===== config.mk =====
export PLATFORM = sky130hd
export DESIGN_NAME = rfft_ctrl
export DESIGN_NICKNAME = d
export VERILOG_FILES = /design/src/rtl/rfft_ctrl.sv
export SDC_FILE = /design/constraint.sdc
export NUM_CORES = 1
export LEC_CHECK = 0
export BUFFER_PORTS_ARGS = -buffer_cell sky130_fd_sc_hd__clkbuf_2
export CAP_MARGIN = 20
export CORE_MARGIN = 3
export CORE_UTILIZATION = 61
export DETAILED_ROUTE_END_ITERATION = 7
export PLACE_DENSITY = 0.83
export SYNTH_ARGS = -nofsm -noshare
export SYNTH_HDL_FRONTEND = slang
export SYNTH_SLANG_ARGS = --single-unit

===== constraint.sdc =====
create_clock -name Clk -period 3.32 [get_ports Clk]
set_input_delay 0.166 -clock Clk [delete_from_list [all_inputs] [get_ports Clk]]
set_output_delay 0.166 -clock Clk [all_outputs]
set_load 0.03 [all_outputs]

===== src/rtl/rfft_ctrl.sv =====
// rfft_ctrl: stage and address sequencer for the 256-point radix-2 RFFT.
// It steps four 64-entry banks through STAGES butterfly passes. Each pass
// reads every bank address once and then drains the PE pipeline. This keeps
// every write of one pass ahead of all reads of the next pass.
// Optional feature: define RFFT_CTRL_ABORT_EN to add the `abort` input.

module rfft_ctrl #(
    parameter int ADDR_W = 6,
    parameter int STAGES = 7,
    parameter int PE_LAT = 2
) (
    input  logic              Clk,
    input  logic              Reset,
    input  logic              start,
`ifdef RFFT_CTRL_ABORT_EN
    input  logic              abort,
`endif
    output logic              busy,
    output logic              done,
    output logic [2:0]        stage,
    output logic [ADDR_W-1:0] rd_addr0,
    output logic [ADDR_W-1:0] rd_addr1,
    output logic [ADDR_W-1:0] wr_addr0,
    output logic [ADDR_W-1:0] wr_addr1,
    output logic              we,
    output logic              in_swap,
    output logic              out_swap,
    output logic [ADDR_W-1:0] tf_addr,
    output logic              bypass_n
);

    localparam int L    = PE_LAT + 1;
    localparam int FC_W = (L > 1) ? $clog2(L) : 1;
    localparam logic [ADDR_W-1:0] CNT_MAX = '1;

    typedef enum logic [1:0] {IDLE, READ, FLUSH, DONE} state_t;

    state_t              state_q, state_d;
    logic [ADDR_W-1:0]   cnt_q, cnt_d;
    logic [FC_W-1:0]     fc_q, fc_d;
    logic [2:0]          stage_q, stage_d;
    logic                abort_hit;

    logic                rd_act;
    logic [ADDR_W-1:0]   inv_mask, in_sel, out_sel;
    logic                os_q;

    logic                pv_q  [PE_LAT];
    logic [ADDR_W-1:0]   pa0_q [PE_LAT];
    logic [ADDR_W-1:0]   pa1_q [PE_LAT];
    logic                ps_q  [PE_LAT];

    assign stage = stage_q;

    // Sequencer state: phase, read counter, flush counter and stage index.
    always_ff @(posedge Clk or posedge Reset) begin
        if (Reset) begin
            state_q <= IDLE;
            cnt_q   <= '0;
            fc_q    <= '0;
            stage_q <= '0;
        end else begin
            state_q <= state_d;
            cnt_q   <= cnt_d;
            fc_q    <= fc_d;
            stage_q <= stage_d;
        end
    end

    // Next-state logic. cnt holds at its maximum through FLUSH and only wraps on re-entry to READ.
    always_comb begin
        state_d   = state_q;
        cnt_d     = cnt_q;
        fc_d      = fc_q;
        stage_d   = stage_q;
        abort_hit = 1'b0;
        case (state_q)
            IDLE: begin
                if (start) begin
                    state_d = READ;
                    cnt_d   = '0;
                    stage_d = '0;
                end
            end
            READ: begin
                if (cnt_q == CNT_MAX) begin
                    state_d = FLUSH;
                    fc_d    = '0;
                end else begin
                    cnt_d = cnt_q + ADDR_W'(1);
                end
            end
            FLUSH: begin
                fc_d = fc_q + FC_W'(1);
                if (fc_q == FC_W'(L - 1)) begin
                    fc_d = '0;
                    if (stage_q == 3'(STAGES - 1)) begin
                        state_d = DONE;
                        stage_d = '0;
                    end else begin
                        state_d = READ;
                        cnt_d   = '0;
                        stage_d = stage_q + 3'd1;
                    end
                end
            end
            DONE: begin
                state_d = IDLE;
            end
            default: begin
                state_d = IDLE;
            end
        endcase
`ifdef RFFT_CTRL_ABORT_EN
        if (abort && (state_q == READ || state_q == FLUSH)) begin
            state_d   = IDLE;
            cnt_d     = '0;
            fc_d      = '0;
            stage_d   = '0;
            abort_hit = 1'b1;
        end
`endif
    end

    // Stage-dependent masks: the inverted top bits for bank 2/3 and the swap-select bit positions.
    always_comb begin
        rd_act   = (state_d == READ);
        inv_mask = ~(CNT_MAX >> stage_d);
        in_sel   = '0;
        out_sel  = '0;
        if (stage_d != 3'd0 && int'(stage_d) <= ADDR_W)
            in_sel = ADDR_W'(1) << (ADDR_W - int'(stage_d));
        if (int'(stage_d) < ADDR_W && stage_d != 3'(STAGES - 1))
            out_sel = ADDR_W'(1) << (ADDR_W - 1 - int'(stage_d));
    end

    // Read-side outputs are registered from the next-state values so that they line up with the phase.
    always_ff @(posedge Clk or posedge Reset) begin
        if (Reset) begin
            busy     <= 1'b0;
            done     <= 1'b0;
            rd_addr0 <= '0;
            rd_addr1 <= '0;
            in_swap  <= 1'b0;
            tf_addr  <= '0;
            bypass_n <= 1'b1;
            os_q     <= 1'b0;
        end else begin
            busy     <= (state_d == READ) || (state_d == FLUSH);
            done     <= (state_d == DONE);
            rd_addr0 <= rd_act ? cnt_d : '0;
            rd_addr1 <= rd_act ? (cnt_d ^ inv_mask) : '0;
            in_swap  <= rd_act && (|(cnt_d & in_sel));
            tf_addr  <= rd_act ? (cnt_d << stage_d) : '0;
            bypass_n <= (stage_d != 3'(STAGES - 1));
            os_q     <= rd_act && (|(cnt_d & out_sel));
        end
    end

    // Write-back delay line. A read issued in cycle t is written in cycle t+L. Abort drops anything in flight.
    always_ff @(posedge Clk or posedge Reset) begin
        if (Reset) begin
            for (int i = 0; i < PE_LAT; i++) begin
                pv_q[i]  <= 1'b0;
                pa0_q[i] <= '0;
                pa1_q[i] <= '0;
                ps_q[i]  <= 1'b0;
            end
            we       <= 1'b0;
            wr_addr0 <= '0;
            wr_addr1 <= '0;
            out_swap <= 1'b0;
        end else if (abort_hit) begin
            for (int i = 0; i < PE_LAT; i++) begin
                pv_q[i] <= 1'b0;
            end
            we       <= 1'b0;
            wr_addr0 <= '0;
            wr_addr1 <= '0;
            out_swap <= 1'b0;
        end else begin
            pv_q[0]  <= (state_q == READ);
            pa0_q[0] <= rd_addr0;
            pa1_q[0] <= rd_addr1;
            ps_q[0]  <= os_q;
            for (int i = 1; i < PE_LAT; i++) begin
                pv_q[i]  <= pv_q[i-1];
                pa0_q[i] <= pa0_q[i-1];
                pa1_q[i] <= pa1_q[i-1];
                ps_q[i]  <= ps_q[i-1];
            end
            we       <= pv_q[PE_LAT-1];
            wr_addr0 <= pv_q[PE_LAT-1] ? pa0_q[PE_LAT-1] : '0;
            wr_addr1 <= pv_q[PE_LAT-1] ? pa1_q[PE_LAT-1] : '0;
            out_swap <= pv_q[PE_LAT-1] && ps_q[PE_LAT-1];
        end
    end

endmodule


==> run_results.csv, run 1 <==
group,metric,value,unit
hold_path,whs_endpoint,"state_q[0]",
grt,grt_first_pass_wirelength,9080,um
clock_tree,cts.sinks,78,
setup_path,cp.arrival,2.89,ns
synth,ys_seq_area_share,62.82,%
synth,synth_fa_ha_area_share,4.024,%
synth,postSynthCellCount,245,
floorplanning,rows,25,
grt,gr-total-overflow,0,
outcome,outcome,"finished clean",
synth,ys_top_cells_by_area,"dfrtp_1, and2_1, ha_1",
timing,setup_viol,0,
setup_path,path_class,"flop to flop",
hold_path,min_path_type,"input port to flop",
cells_and_area,final_area,3590,um^2
power,power_density,462.2,nW/um^2
grt,grt_max_degree,52,
cells_and_area,final_common_cell,"dfrtp_1",
grt,track_usage,19.62,%
route,dr.first_iter.drc_count,128,
floorplanning,start_util,64.55,%
place,numPortBuffers,41,
cells_and_area,drive_gt1_share,26.42,%
setup_path,rrSetupSlack,0.70,ns
synth,synth_top_area_share,61.97,%
timing,rsz0062_at_grt,"false",
timing,hold_violations,0,
route,drc,0,
timing,max_freq,0.3814,GHz
cells_and_area,diodes,0,
clock_tree,cts_repair_resize_count,0,
synth,synth_xor_area_share,1.127,%
place,place_inst,349,
synth,synth_edf_count,0,
setup_path,worst_r2r_path_depth,10,
place,postPlaceCellArea,3381,um^2
synth,yosys.cell_types.count,55,
setup_path,r2r_end,"tf_addr[5]",
floorplanning,die_h,77.40,um
timing,fin_crit,2.622,ns
clock_tree,cts_tree,"done",
floorplanning,core-area,4817,um^2
synth,ys_ff_latch,78,
synth,yosys_warnings,0,
clock_tree,cts-root-buf,"clkbuf_8",
timing,maxSlewViolCount,0,
timing,finalCritPeriodShare,78.98,%
route,vias,2010,
setup_path,critPathCaptureType,"flop",
synth,synth.avg_cell_area,12.69,um^2
setup_path,cp_top_family,"adder cells",
route,vias_per_cell,5.492,
synth,synth_area,3109,um^2
floorplanning,die_w,77.40,um
route,ant_nets,0,
place,dp_hpwl,3735,um
grt,antenna_found_initial,0,
setup_path,path_cells,"ha_1 > nand3_1 > nor2_1 > nand2_1 > o21ai_0 > o21ai_0 > ha_1 > nand2_1 > a21oi_1 > a32o_1",
timing,relSlewSlack,60.48,%
clock_tree,clkLatencyLatePin,0.33,ns
cells_and_area,fin_cells,366,
synth,synth_fp_nets,258,
setup_path,r2r_start,"cnt_q[0]",
synth,synth.area.mux_share,2.817,%
setup_path,crit_path_start_kind,"flop",
place,gp_congestion,0.8627,
setup_path,crit_fanout,17,
floorplanning,pin_count,42,
timing,finClkSkew,0.005523,ns
clock_tree,cts_setup_buffers,0,
setup_path,crit_path_top_delay_cell,"ha_1",
synth,synth_top_family_by_area,"simple AND/OR/NAND/NOR gates",
cells_and_area,layout_common_cells,"dfrtp_1, clkbuf_2, and2_1",
synth,synthSimpleGateAreaFrac,14.29,%
synth,synth-compound-area-share,12.23,%
cells_and_area,area_growth_syn_to_layout,15.45,%
timing,fin_tns_setup,0,ns
clock_tree,cts_buffers,9,
hold_path,worstHoldPathCells,3,
setup_path,max_stage_delay,0.54,ns
cells_and_area,nets,307,
setup_path,crit_buf_inv,0,
floorplanning,dieArea,5990,um^2
power,ir_worst_vdd,0.0002166,V
grt,grt_pass1_vias,1938,
setup_path,cp_data_required_time,3.59,ns
route,first_pass_iters,4,
clock_tree,cts_max_level,3,
synth,ys.flop_type,"dfrtp_1",
timing,worst_pin_slew,0.5927,ns
synth,synth_top_area_cell,"dfrtp_1",
route,wl_per_cell,14.60,um
clock_tree,clkTransAtPathRegs,0.07,ns
synth,ys_async_sr_fraction,100.0,%
clock_tree,clockBufferDepth,2,
flow_run,maxCapViolations,0,
power,p_leak,1.560,nW
setup_path,cp.depth,10,
route,routed_wl,5343,um
hold_path,worstHoldStart,"start",
==> worst register-to-register path, cell delays in order (launching register included) <==
cell and delay [ns]:
dfrtp_1 0.45, ha_1 0.27, nand3_1 0.19, nor2_1 0.10, nand2_1 0.09, o21ai_0 0.08
o21ai_0 0.30, ha_1 0.54, nand2_1 0.23, a21oi_1 0.16, a32o_1 0.14
==> cells by family after synthesis <==
family,count (synthesis)
AO/OA/AOI/OAI,48
AND/OR/NAND/NOR,78
buffers and inverters,19
multiplexers,8
flip-flops,78
adder cells (fa/ha/maj),10
XOR/XNOR,4
==> sequential cells by signal, indices dropped and copies added (netlist names) <==
signal and flops:
we 1, stage 3, out_swap 1, rd_addr0 6, wr_addr1 6, done 1
bypass_n 1, ps_q 2, in_swap 1, os_q 1, tf_addr 6, pa1_q 12
cnt_q 6, busy 1, fc_q 2, pa0_q 12, pv_q 2, wr_addr0 6
state_q 2, rd_addr1 6
==> worst max-delay path by stage <==
| stage | from | end | slack, ns |
|---|---|---|---|
| floorplan | Reset | busy | 1.16 |
| global placement | cnt_q[0] | tf_addr[5] | 0.82 |
| detailed placement | cnt_q[0] | tf_addr[5] | 0.73 |
| CTS | cnt_q[0] | tf_addr[5] | 0.69 |
| global route | cnt_q[0] | tf_addr[5] | 0.35 |
| finish | cnt_q[0] | tf_addr[5] | 0.70 |
==> where the power goes <==
| part | switching (W) | internal (W) |
|---|---|---|
| clock network | 0.000319 | 0.000369 |
| registers | 0 | 0.000949 |
| logic | 0.0000185 | 0.00000278 |
| total | 0.000337 | 0.00132 |
==> routing by layer <==
| metal | GRT usage, % | share of wire [%] |
|---|---|---|
| met5 | 0 | 0 |
| met4 | 8.897 | 2.1 |
| met3 | 3.944 | 4.7 |
| met2 | 32.21 | 48 |
| met1 | 25.36 | 45 |
==> final cells by class <==
class	count	area (um^2)
clock inverter	5	57.56
multi-input combinational	148	1072
sequential	78	1953
timing repair buffer	44	230.2
clock buffer	11	141.4
tap	67	83.83
fill	362	1227
inverter	13	51.30
==> metrics by stage <==
stage	hold slack, ns	setup slack, ns	total power [W]	util, %
3_5_place_dp	0.2436	0.7289	0.0009898	70.18
2_1_floorplan	0.3312	1.160	0.0009828	-
3_3_place_gp	0.2420	0.8222	0.0009896	70.18
4_1_cts	0.2906	0.6914	0.001679	74.52
6_report	0.3024	0.6977	0.001659	74.52
5_1_grt	0.3551	0.3483	0.001731	74.52
==> cells in the mapped netlist (3+ instances only) <==
cell type	number
a21oi_1	8
a21oi_2	3
a31oi_1	3
and2_1	24
dfrtp_1	77
ha_1	10
inv_1	9
mux2_2	3
mux2i_1	4
nand2_1	13
nand2b_1	5
nand3_1	7
nor2_1	9
nor3_1	5
o211ai_1	6
o21ai_0	3
xnor2_1	4
==> repair_timing <==
action                                  CTS  global route
hold endpoints to repair                 27             0
hold buffers                              1             0
endpoints found under the setup margin    0             0
Note: power is estimated with default switching activity, not from simulation.
==> run 2: changes to the inputs <==
- CORE_UTILIZATION: 61 -> 56
- PLACE_DENSITY: 0.83 -> 0.77
- clock period: 3.32 -> 2.7 ns (I/O delays scaled with it)
==> run 2 against run 1 <==
Final cell count grew 2.2%. Non-clock buffer count grew 5. Via count fell by 1.6%. Critical path depth shrank 1. Highest routed layer unchanged. Clock-buffer cell count increased by 1. Worst setup slack got worse by 0.39 ns. Combinational power increased by 42%. Hold slack lost 0.018 ns. Cell area increased by 2.7%. Core utilization shrank 4.1 points. Critical path type unchanged. First-iteration DRC count decreased by 31%.
==> run_results.csv, run 2 (same netlist as run 1, synthesis figures left out) <==
group,metric,value,unit
cells_and_area,nets,312,
route,ant_nets,0,
clock_tree,cts_repair_resize_count,0,
setup_path,cp.arrival,2.62,ns
floorplanning,core-area,5238,um^2
timing,setup_viol,0,
clock_tree,cts_tree,"done",
cells_and_area,final_util,70.40,%
place,numPortBuffers,41,
clock_tree,cts.sinks,78,
power,p_int,0.001773,W
route,vias_per_cell,5.286,
route,wl_per_cell,14.89,um
grt,grt_pass1_vias,1974,
setup_path,worst_r2r_path_depth,9,
cells_and_area,layout_common_cells,"dfrtp_1, clkbuf_2, and2_1",
route,drc,0,
grt,antenna_found_initial,0,
hold_path,min_path_type,"input port to flop",
grt,gr-total-overflow,0,
grt,grt_max_degree,40,
floorplanning,die_w,80.52,um
power,pwr-share-comb,1.4,%
clock_tree,cts_setup_buffers,0,
power,power_density,597.7,nW/um^2
clock_tree,cts_max_level,3,
timing,fin_crit,2.397,ns
setup_path,r2r_end,"in_swap",
setup_path,rrSetupSlack,0.30,ns
floorplanning,pin_count,42,
power,p_total,0.002204,W
clock_tree,cts_buffers,9,
timing,finalCritPeriodShare,88.76,%
clock_tree,clkLatencyLatePin,0.33,ns
flow_run,maxCapViolations,0,
timing,hold_violations,0,
clock_tree,clkTransAtPathRegs,0.08,ns
setup_path,critPathCaptureType,"flop",
timing,rsz0062_at_grt,"false",
timing,max_freq,0.4173,GHz
cells_and_area,final_common_cell,"dfrtp_1",
power,netSwitchingFraction,19.53,%
floorplanning,start_util,59.36,%
setup_path,crit_end,"in_swap",
outcome,outcome,"finished clean",
place,place_inst,357,
timing,worst_pin_slew,0.4641,ns
setup_path,crit_fanout,11,
timing,maxSlewViolCount,0,
power,power_frac_clock,45.7,%
power,p_sw,0.0004304,W
cells_and_area,top_regs,"pa0_q x12, pa1_q x12",
floorplanning,rows,26,
power,ir_worst_vdd,0.0003066,V
grt,track_usage,19.65,%
route,dr.first_iter.drc_count,88,
cells_and_area,fin_cells,374,
cells_and_area,drive_gt1_share,27.96,%
setup_path,path_class,"flop to flop",
setup_path,cp_data_required_time,2.92,ns
clock_tree,cts-root-buf,"clkbuf_8",
cells_and_area,diodes,0,
clock_tree,clockBufferDepth,2,
floorplanning,dieArea,6483,um^2
setup_path,crit_path_start_kind,"flop",
clock_tree,cts_hold_buffers,1,
route,vias,1977,
setup_path,r2r_start,"fc_q[0]",
power,p_leak,1.607,nW
timing,fin_tns_setup,0,ns
cells_and_area,area_growth_syn_to_layout,18.59,%
floorplanning,die_h,80.52,um
route,first_pass_iters,4,
timing,relSlewSlack,69.02,%
setup_path,crit_start,"fc_q[0]",
power,pwr-share-seq,53.0,%
grt,grt_first_pass_wirelength,9494,um
place,gp_congestion,0.8943,
place,dp_hpwl,3881,um
timing,finClkSkew,0.005552,ns
route,routed_wl,5568,um
## run 2: cell count changes in the layout (fill, tap and decap cells not counted), sizes merged
cell    before  now
buf          2    7
bufinv       1    2
clkbuf      52   53
clkinv       4    3
inv         13   12
## run 2: how the worst min path moves through the flow
stage	from	endpoint	slack, ns	cells past startpoint
3_3_place_gp	Reset	we	0.15	2
5_1_grt	start	state_q[0]	0.28	3
6_report	start	state_q[0]	0.28	3
4_1_cts	start	state_q[0]	0.26	3
3_5_place_dp	Reset	wr_addr0[2]	0.16	2
2_1_floorplan	pa0_q[6]	pa0_q[0]	0.33	0
## run 2: area by class of cell
cell class | instances | area [um^2]
sequential | 78 | 1953
fill | 363 | 1550
multi-input combinational | 148 | 1072
timing repair buffer | 49 | 280.3
clock buffer | 12 | 165.2
tap | 70 | 87.58
clock inverter | 4 | 77.57
inverter | 13 | 51.30
## run 2: power by group through the flow
stage	sequential (W)	clock, W	combinational (W)
floorplan	0.00119	0	0.0000180
global placement	0.00119	0	0.0000301
detailed placement	0.00119	0	0.0000309
CTS	0.00117	0.00103	0.0000320
global route	0.00117	0.00108	0.0000357
finish	0.00117	0.00101	0.0000303
## run 2: worst max-delay path: stages (launching register included)
cell and delay, ns:
dfrtp_1 0.44, and4bb_1 0.32, nand3_1 0.08, mux2_2 0.38, inv_2 0.15, ha_1 0.16, clkinv_1 0.18, o211ai_1 0.23
a221oi_1 0.11, o211a_1 0.22
## run 2: routing by layer
layer,vias up,share of wire [%],GRT usage (%)
met5,-,0,0
met4,0,1.7,6.757
met3,9,4.7,6.166
met2,56,49,30.96
met1,944,45,25.77
li1,968,-,-
## run 2: through the flow
stage,instance area [um^2],setup WS [ns],hold slack (ns)
5_1_grt,3687,0.1439,0.2847
3_5_place_dp,3435,0.3401,0.1602
3_3_place_gp,3435,0.4217,0.1502
6_report,3687,0.3035,0.2847
4_1_cts,3687,0.3127,0.2552
2_1_floorplan,3109,0.5397,0.3312
==> run 3: changes to the inputs <==
- ABC_AREA: not set -> 1
- CELL_PAD_IN_SITES_DETAIL_PLACEMENT: not set -> 0
- CELL_PAD_IN_SITES_GLOBAL_PLACEMENT: not set -> 1
- CORE_UTILIZATION: 56 -> 40
- PLACE_DENSITY: 0.77 -> 0.74
- clock period: 2.7 -> 2.2 ns (I/O delays scaled with it)
==> run 3 against run 2 <==
Critical path depth is 1 higher. Register-to-register slack worse by 0.13 ns. Hold slack worse by 0.042 ns. Core utilization is 19 points lower. Fmax is 18% higher. Via count is 12% higher. Clock power hardly changed. Final cell count is 30% higher. Global-route usage is 4.9 points lower. Worst setup slack worse by 0.13 ns.
==> run_results.csv, run 3 <==
group,metric,value,unit
grt,gr-total-overflow,0,
setup_path,max_stage_delay,0.43,ns
cells_and_area,top_regs,"pa0_q x12, pa1_q x12",
place,pre_cts_slack,-0.05718,ns
flow_run,maxCapViolations,0,
power,power_density,1280,nW/um^2
synth,synth_top_area_cell,"dfrtp_1",
synth,synth_fa_ha_area_share,3.995,%
synth,synth_most_common_cell,"nand2_1",
setup_path,cp_data_required_time,2.45,ns
synth,synth.area.mux_share,0,%
power,pwr-share-seq,42.6,%
place,gp_congestion,0.9243,
setup_path,path_cells,"ha_2 > nand2_1 > nor2_4 > a21oi_2 > o32a_1 > ha_2 > inv_4 > nor2_4 > inv_2 > nor4_4",
synth,synth_area,3132,um^2
setup_path,critPathCaptureType,"flop",
cells_and_area,final_util,51.78,%
place,numPortBuffers,41,
floorplanning,pin_count,42,
synth,synth.avg_cell_area,9.942,um^2
grt,grt_use_met2,21.69,%
route,first_pass_iters,4,
route,drc,0,
timing,rsz0062_at_grt,"false",
cells_and_area,area_growth_syn_to_layout,22.49,%
floorplanning,die_w,94.49,um
place,dp_hpwl,4358,um
place,postPlaceCellArea,3542,um^2
timing,worst_pin_slew,0.7378,ns
timing,finalCritPeriodShare,91.95,%
setup_path,crit_buf_inv,2,
clock_tree,cts_max_level,3,
synth,synth_top_family_by_area,"simple AND/OR/NAND/NOR gates",
synth,yosys_warnings,0,
setup_path,path_class,"flop to flop",
route,ant_nets,0,
clock_tree,clockBufferDepth,2,
cells_and_area,final_area,3836,um^2
grt,grt_max_degree,45,
timing,fin_crit,2.023,ns
power,ir_worst_vdd,0.0003138,V
power,netSwitchingFraction,39.61,%
route,dr.first_iter.drc_count,85,
synth,synth_xor_area_share,0.8390,%
power,p_int,0.002965,W
grt,grt_use_met3,4.143,%
cells_and_area,diodes,0,
grt,grt_pass1_vias,2103,
route,vias,2224,
grt,antenna_found_initial,0,
clock_tree,cts-root-buf,"clkbuf_8",
power,pwr-share-comb,36.2,%
timing,layout_setup_ws,0.1772,ns
synth,synth_top_area_share,61.53,%
floorplanning,rows,31,
floorplanning,dieArea,8927,um^2
grt,top_usage_layer,"met2",
synth,ys.flop_type,"dfrtp_1",
timing,finClkSkew,0.01010,ns
outcome,outcome,"finished clean",
setup_path,cp_top_family,"simple AND/OR/NAND/NOR gates",
cells_and_area,nets,395,
timing,max_freq,0.4944,GHz
floorplanning,start_util,42.27,%
synth,postSynthCellCount,315,
synth,yosys.cell_types.count,29,
synth,synthSimpleGateAreaFrac,22.57,%
cells_and_area,final_common_cell,"nand2_1",
timing,setup_viol,0,
clock_tree,clkLatencyLatePin,0.34,ns
grt,grt_first_pass_wirelength,10050,um
grt,use_met1,20.21,%
synth,ys_ff_latch,78,
setup_path,crit_path_start_kind,"flop",
floorplanning,core-area,7408,um^2
synth,synth-compound-area-share,4.355,%
hold_path,min_path_type,"input port to flop",
route,routed_wl,5954,um
route,vias_per_cell,4.576,
power,power_frac_clock,21.3,%
synth,synth_edf_count,0,
timing,whs,0.2431,ns
timing,relSlewSlack,50.75,%
timing,maxSlewViolCount,0,
synth,yosys-top-cells-count,"nand2_1, dfrtp_1, inv_1",
power,p_sw,0.001945,W
power,p_leak,2.114,nW
route,wl_per_cell,12.25,um
synth,synth_fp_nets,328,
setup_path,crit_fanout,5,
floorplanning,die_h,94.49,um
grt,track_usage,14.71,%
synth,ys_seq_area_share,62.37,%
synth,ys_top_cells_by_area,"dfrtp_1, nand2_1, inv_1",
clock_tree,cts_tree,"done",
cells_and_area,drive_gt1_share,28.94,%
synth,ys_async_sr_fraction,100.0,%
timing,hold_violations,0,
setup_path,crit_path_top_delay_cell,"dfrtp_1",
clock_tree,clkTransAtPathRegs,0.08,ns
clock_tree,cts_buffers,9,
cells_and_area,layout_common_cells,"nand2_1, dfrtp_1, clkbuf_2",
clock_tree,cts.sinks,78,
setup_path,cp.arrival,2.27,ns
[run 3: cell count changes after synthesis, sizes merged, moves of 7 or more]
| cell | previous run | this run |
|---|---|---|
| nor2 | 9 | 26 |
| nand3 | 7 | 31 |
| o211ai | 8 | 1 |
| inv | 12 | 44 |
| nand2 | 13 | 91 |
| and2 | 24 | 0 |
[run 3: what timing repair did]
| item | CTS | global route |
|---|---|---|
| setup endpoints to repair | 3 | 7 |
| hold buffers | 1 | 0 |
| gates resized for setup | 2 | 14 |
| pin swaps | 0 | 5 |
| hold endpoints to repair | 42 | 0 |
| setup buffers | 0 | 5 |
[run 3: per-stage QoR]
stage	setup TNS (ns)	power [W]	std cells
CTS	0	0.004872	481
global placement	0	0.003775	464
global route	0	0.005239	486
finish	0	0.004910	486
detailed placement	-0.07229	0.003801	464
floorplan	0	0.003238	315
[run 3: final timing paths]
path                       cells past startpoint           to  slack, ns  startpoint
setup / recovery                              10   tf_addr[0]       0.18    cnt_q[1]
hold / removal                                 3   state_q[0]       0.24       start
setup reg to reg                              10   tf_addr[0]       0.18    cnt_q[1]
hold reg to reg                                0     pa1_q[0]       0.35    pa1_q[6]
max in group asynchronous                      4     bypass_n       1.13       Reset
min in group asynchronous                      3  wr_addr1[5]       0.41       Reset
[run 3: power groups by stage]
stage	Clock, W	Combinational [W]	Sequential, W
6_report	0.00104	0.00178	0.00209
4_1_cts	0.00108	0.00169	0.00210
3_5_place_dp	0	0.00167	0.00213
2_1_floorplan	0	0.000750	0.00249
5_1_grt	0.00114	0.00195	0.00215
3_3_place_gp	0	0.00166	0.00211
[run 3: cells by family (layout without fill, tap and decap cells)]
| group | Yosys count | after routing |
|---|---|---|
| xor gates and xnor gates | 3 | 3 |
| DFF | 78 | 78 |
| adders and majority gates | 10 | 10 |
| buffers and inverters | 47 | 119 |
| and+or+nand+nor | 154 | 154 |
| AOI/OAI and AO/OA | 23 | 23 |
[run 3: worst register-to-register path: cells and delay by family (launching register included)]
family | cells | cell delay [ns]
AND/OR/NAND/NOR | 4 | 0.58
adder cells (fa/ha/maj) | 2 | 0.44
flip-flops | 1 | 0.43
AO/OA/AOI/OAI | 2 | 0.35
buffers and inverters | 2 | 0.14
[run 3: cell type report]
cell class / instances / area (um^2)
Clock buffer: 9 / 123.9
Clock inverter: 7 / 73.82
Fill cell: 692 / 3572
Inverter: 45 / 175.2
Multi-Input combinational cell: 190 / 1037
Sequential cell: 78 / 1954
Tap cell: 99 / 123.9
Timing Repair Buffer: 58 / 347.8
[run 3: routing by layer]
metal | share of wire [%] | routed length [um]
met4 | 1.2 | 73
met5 | 0 | 0
met1 | 46 | 2747
met2 | 47 | 2825
met3 | 5.2 | 308
